[src/rtl/dg0045_ram_arbiter.sv]
// Two-port round-robin arbiter in front of a single-port RAM that writes on every clock.
// Non-write cycles feed ram_dout back to ram_din; a clear sweep fills the RAM after reset or clr.
module dg0045_ram_arbiter #(
  parameter logic [3:0] CLR_VAL = 4'h0,
  parameter int         DEPTH   = 64
) (
  input  logic       clk,
  input  logic       rst_n,
  input  logic       clr,
  input  logic       a_req,
  input  logic       a_we,
  input  logic [5:0] a_addr,
  input  logic [3:0] a_wdata,
  output logic       a_gnt,
  output logic       a_rvalid,
  output logic [3:0] a_rdata,
  input  logic       b_req,
  input  logic       b_we,
  input  logic [5:0] b_addr,
  input  logic [3:0] b_wdata,
  output logic       b_gnt,
  output logic       b_rvalid,
  output logic [3:0] b_rdata,
  output logic       init_busy,
  output logic [5:0] ram_addr,
  output logic [3:0] ram_din,
  input  logic [3:0] ram_dout
);

  localparam logic ST_CLEAR = 1'b0;
  localparam logic ST_ARB   = 1'b1;
  localparam logic [5:0] LAST_LOC = 6'(DEPTH - 1);

  logic       state;
  logic [5:0] cnt;
  logic       last_b;
  logic [5:0] addr_q;
  logic       arb_ok;

  // A clr pulse in ARB blocks grants for its own cycle.
  assign arb_ok    = (state == ST_ARB) && !clr;
  assign a_gnt     = arb_ok && a_req && (!b_req || last_b);
  assign b_gnt     = arb_ok && b_req && (!a_req || !last_b);
  assign init_busy = (state == ST_CLEAR);

  always_comb begin
    ram_addr = addr_q;
    ram_din  = ram_dout;
    if (state == ST_CLEAR) begin
      ram_addr = cnt;
      ram_din  = CLR_VAL;
    end else if (a_gnt) begin
      ram_addr = a_addr;
      if (a_we) ram_din = a_wdata;
    end else if (b_gnt) begin
      ram_addr = b_addr;
      if (b_we) ram_din = b_wdata;
    end
  end

  always_ff @(posedge clk or negedge rst_n) begin
    if (!rst_n) begin
      state <= ST_CLEAR;
      cnt   <= 6'd0;
    end else begin
      case (state)
        ST_CLEAR: begin
          if (cnt == LAST_LOC) begin
            state <= ST_ARB;
            cnt   <= 6'd0;
          end else begin
            cnt <= cnt + 6'd1;
          end
        end
        default: begin
          if (clr) state <= ST_CLEAR;
        end
      endcase
    end
  end

  // Idle cycles keep pointing at the last address so the rewrite stays local.
  always_ff @(posedge clk or negedge rst_n) begin
    if (!rst_n) begin
      addr_q <= 6'd0;
      last_b <= 1'b1;
    end else begin
      addr_q <= ram_addr;
      if (a_gnt)      last_b <= 1'b0;
      else if (b_gnt) last_b <= 1'b1;
    end
  end

  always_ff @(posedge clk or negedge rst_n) begin
    if (!rst_n) begin
      a_rvalid <= 1'b0;
      a_rdata  <= 4'h0;
      b_rvalid <= 1'b0;
      b_rdata  <= 4'h0;
    end else begin
      a_rvalid <= a_gnt && !a_we;
      b_rvalid <= b_gnt && !b_we;
      if (a_gnt && !a_we) a_rdata <= ram_dout;
      if (b_gnt && !b_we) b_rdata <= ram_dout;
    end
  end

endmodule

[config.mk]
export PLATFORM = sky130hd
export DESIGN_NAME = dg0045_ram_arbiter
export DESIGN_NICKNAME = d
export VERILOG_FILES = /design/src/rtl/dg0045_ram_arbiter.sv
export SDC_FILE = /design/constraint.sdc
export NUM_CORES = 1
export LEC_CHECK = 0
export ABC_AREA = 1
export CELL_PAD_IN_SITES_DETAIL_PLACEMENT = 1
export CELL_PAD_IN_SITES_GLOBAL_PLACEMENT = 1
export CORE_ASPECT_RATIO = 0.8
export CORE_MARGIN = 5
export CORE_UTILIZATION = 31
export DETAILED_ROUTE_END_ITERATION = 12
export GPL_TIMING_DRIVEN = 0
export HOLD_SLACK_MARGIN = 0.08
export PLACE_DENSITY = 0.84
export REMOVE_ABC_BUFFERS = 1
export SYNTH_ARGS = -nofsm -noshare
export SYNTH_HDL_FRONTEND = slang
export SYNTH_SLANG_ARGS = --single-unit
[constraint.sdc]
create_clock -name clk -period 1.8 [get_ports clk]
set_input_delay 0.45 -clock clk [delete_from_list [all_inputs] [get_ports clk]]
set_output_delay 0.45 -clock clk [all_outputs]
set_load 0.02 [all_outputs]
==> flow_metrics.py, run 1 <==
metrics = {
    "finish": {
        "fin_area_sq_um": 2440,
        "drive_above_1_share_pct": 38.8,
        "area_delta_synth_final_pct": 71.1,
        "multi_input_area_sq_um": 862,
        "fillerInstances": 543,
        "fin_nets": 291,
        "register_area_sq_um": 603,
        "final_cells": 318,
        "insertedDiodeCount": 0,
        "final_util_pct": 54.0,
    },
    "sta": {
        "skew_ps": 4.29,
        "slew_violations": 0,
        "hold_ws_ps": 403,
        "setup_viol": 12,
        "post-route-period-util_pct": 121,
        "rsz0062_at_grt": "yes",
        "min_period_ps": 2170,
        "hold_viol": 0,
        "tightestPinTransition_ps": 1190,
        "worst_slack_ps": -373,
        "max_clock_freq_mhz": 460,
        "maxSlewHeadroom_pct": 20.9,
    },
    "critical_path": {
        "slowest_stage": "dfstp_2",
        "cp-end-kind": "output pin",
        "cp_data_required_time_ps": 1350,
        "reg2regPathDepth": 8,
        "rrSetupSlack_ps": 270,
        "r2r_start": "state",
        "path_max_fanout": 8,
        "critPathArrivalTime_ps": 1720,
        "critPathMaxStageDelay_ps": 560,
        "r2r-end": "cnt[5]",
        "crit_chain": "buf_4 > nand2_4 > nand2_4 > nor2_4 > nand2_1 > nand2_2 > a21oi_4 > buf_6",
        "cp_common_cell": "nand2_4",
        "path_buf_inv": 2,
        "critical_path_class": "flip-flop to output pin",
        "cp_top_family": "flip-flops",
        "critPathLaunchType": "flip-flop",
    },
    "clocking": {
        "cts_max_level": 1,
        "root_buffer": "clkbuf_8",
        "clock_latency_ps": 280,
        "clk_pin_slew_ps": 90,
        "cts_tree": "done",
        "cts_made_buffers": 3,
        "cts_sinks": 24,
        "cts.path.max_buffers": 2,
    },
    "power_and_ir_drop": {
        "swShare_pct": 42.9,
        "ir_worst_vdd_v": 0.000680,
        "p_int_uw": 1590,
        "p_comb_share_pct": 53.9,
        "power_leakage_uw": 0.00120,
        "clockPowerShare_pct": 13.9,
        "power_density_nw_per_um2": 1140,
        "sequentialPowerShare_pct": 32.2,
        "power.switching_uw": 1200,
    },
    "floorplan": {
        "ioPinCount": 54,
        "dieArea_sq_um": 6070,
        "start_util_pct": 31.6,
        "core-area_sq_um": 4510,
        "die_h_um": 70.7,
        "die_x_um": 85.8,
        "num_rows": 22,
    },
    "global_route": {
        "antenna_found_initial": 0,
        "globalRouteMet3Util_pct": 3.73,
        "met1_usage_pct": 22.2,
        "grt_usage_pct": 17.6,
        "top_usage_layer": "met2",
        "grt_pass1_wl_um": 8310,
        "use_met2_pct": 30.2,
        "grt_max_degree": 25,
        "grt_pass1_vias": 1569,
        "grt-ovfl-total": 0,
    },
    "synthesis": {
        "ys_types": 27,
        "synth_cells": 185,
        "avgSynthCellArea_sq_um": 7.71,
        "yosysWarnings": 0,
        "synth_area_sq_um": 1430,
        "seq_area_frac_synth_pct": 42.2,
        "synth_seq_cells": 24,
    },
    "outcome": {
        "status": "finished, violations left",
        "violations": "setup timing",
    },
    "detailed_routing": {
        "drc": 0,
        "drtAntennaViolNets": 0,
        "vias": 1550,
        "wl_um": 6000,
        "drtIter0Drc": 106,
        "post_drt_wl_per_cell_um": 18.9,
        "drt_pass1_iterations": 4,
        "vias_per_cell": 4.87,
    },
    "placement": {
        "gp_congestion": 0.744,
        "port_buffers": 53,
        "dpl.cell_count": 293,
        "dp_worst_setup_slack_ps": -1330,
        "placed_area_sq_um": 1990,
        "hpwlAfterDp_um": 3420,
    },
    "min_path": {
        "min_path_type": "input port to async pin",
    },
    "flow_run": {
        "max_cap_violations": 0,
    },
}
==> power groups by stage <==
stage / Combinational, uW / Sequential (uW) / Clock [uW]
floorplan: 648 / 900 / 0
global placement: 1130 / 878 / 0
detailed placement: 1170 / 889 / 0
CTS: 1340 / 873 / 388
global route: 1610 / 921 / 415
finish: 1510 / 899 / 387
==> final cells by class <==
type,instances,area share [%]
Sequential cell,24,24.7
Clock buffer,4,2.26
Multi-Input combinational cell,139,35.3
Inverter,17,3.54
Tap cell,60,3.08
Timing Repair Buffer,74,31.1
==> worst max path at each step <==
| stage | start | end | slack (ps) | depth (start not counted) |
|---|---|---|---|---|
| CTS | state | ram_addr[5] | -320 | 8 |
| floorplan | state | ram_din[0] | -120 | 7 |
| finish | last_b | ram_din[0] | -370 | 8 |
| detailed placement | b_req | ram_din[0] | -1330 | 8 |
| global route | state | ram_addr[5] | -410 | 9 |
| global placement | b_req | ram_din[0] | -1270 | 8 |
==> synth_stat cells (all sizes together) <==
library cell	count	share of area [%]
nand2	75	21
dfrtp	23	40
nor2	19	6.7
o21ai	17	7.0
inv	16	4.7
nand3	10	6.8
nand4	7	3.1
a21oi	5	1.8
buf	4	2.7
clkbuf	1	0.26
clkinv	1	0.61
dfstp	1	1.8
ha	1	0.88
nor3	1	0.35
nor3b	1	0.53
o21bai	1	0.53
or2	1	0.44
xor2	1	0.61
==> through the flow <==
stage / setup TNS (ps) / power [uW]
after floorplan: -491 / 1550
after detailed placement: -16830 / 2060
after global routing: -4240 / 2950
after global placement: -15790 / 2010
after CTS: -3000 / 2600
final: -3570 / 2790
==> routing by layer <==
layer	vias up	part of all wire [%]
li1	739	-
met1	765	40
met2	34	54
met3	12	3.6
met4	0	2.1
met5	-	0
==> flip-flops by register name (all words and copies together), names as in the netlist <==
| signal | flops |
|---|---|
| a_rdata | 4 |
| a_rvalid | 1 |
| addr_q | 6 |
| b_rdata | 4 |
| b_rvalid | 1 |
| cnt | 6 |
| last_b | 1 |
| state | 1 |
==> placed cells by master, fill, tap and decap left out, types with 2 or more instances in the layout <==
| master | n |
|---|---|
| dlygate4sd2_1 | 3 |
| buf_6 | 11 |
| buf_8 | 3 |
| nand3_4 | 2 |
| o21ai_0 | 10 |
| inv_1 | 9 |
| dlymetal6s2s_1 | 2 |
| o21ai_1 | 2 |
| buf_4 | 16 |
| nor2_4 | 3 |
| nand2_1 | 47 |
| dfrtp_1 | 22 |
| nand3_1 | 2 |
| o21ai_2 | 5 |
| clkdlybuf4s50_1 | 34 |
| nand2_4 | 7 |
| a21oi_4 | 3 |
| nor2_1 | 14 |
| clkbuf_8 | 4 |
| nand2_2 | 21 |
| nand3_2 | 6 |
| buf_12 | 2 |
| inv_2 | 5 |
| nand4_1 | 7 |
==> what timing repair did <==
| action | in CTS | in global routing |
|---|---|---|
| hold buffers | 0 | 0 |
| pin swaps | 4 | 12 |
| resized for setup | 111 | 36 |
| buffers inserted | 7 | 13 |
| cloned | 1 | 0 |
| setup endpoints to repair | 13 | 14 |
==> logic make-up after synthesis <==
family	count (synthesis)	synth area share, %
AOI/OAI and AO/OA	23	9.30
xor gates and xnor gates	1	0.614
adders and majority gates	1	0.877
buffers and inverters	22	8.33
DFF	24	42.2
and+or+nand+nor	114	38.7
Note: power is estimated with default switching activity, not from simulation.
==> inputs of run 2 (changes only) <==
- GPL_ROUTABILITY_DRIVEN: unset -> 0
==> results of run 2 <==
Final layout, timing and power as in run 1 (identical DEF).
==> inputs of run 3 (changes only) <==
- ABC_CLOCK_PERIOD_IN_PS: unset -> 1800
==> results of run 3 <==
Final layout, timing and power as in run 1 (identical DEF).
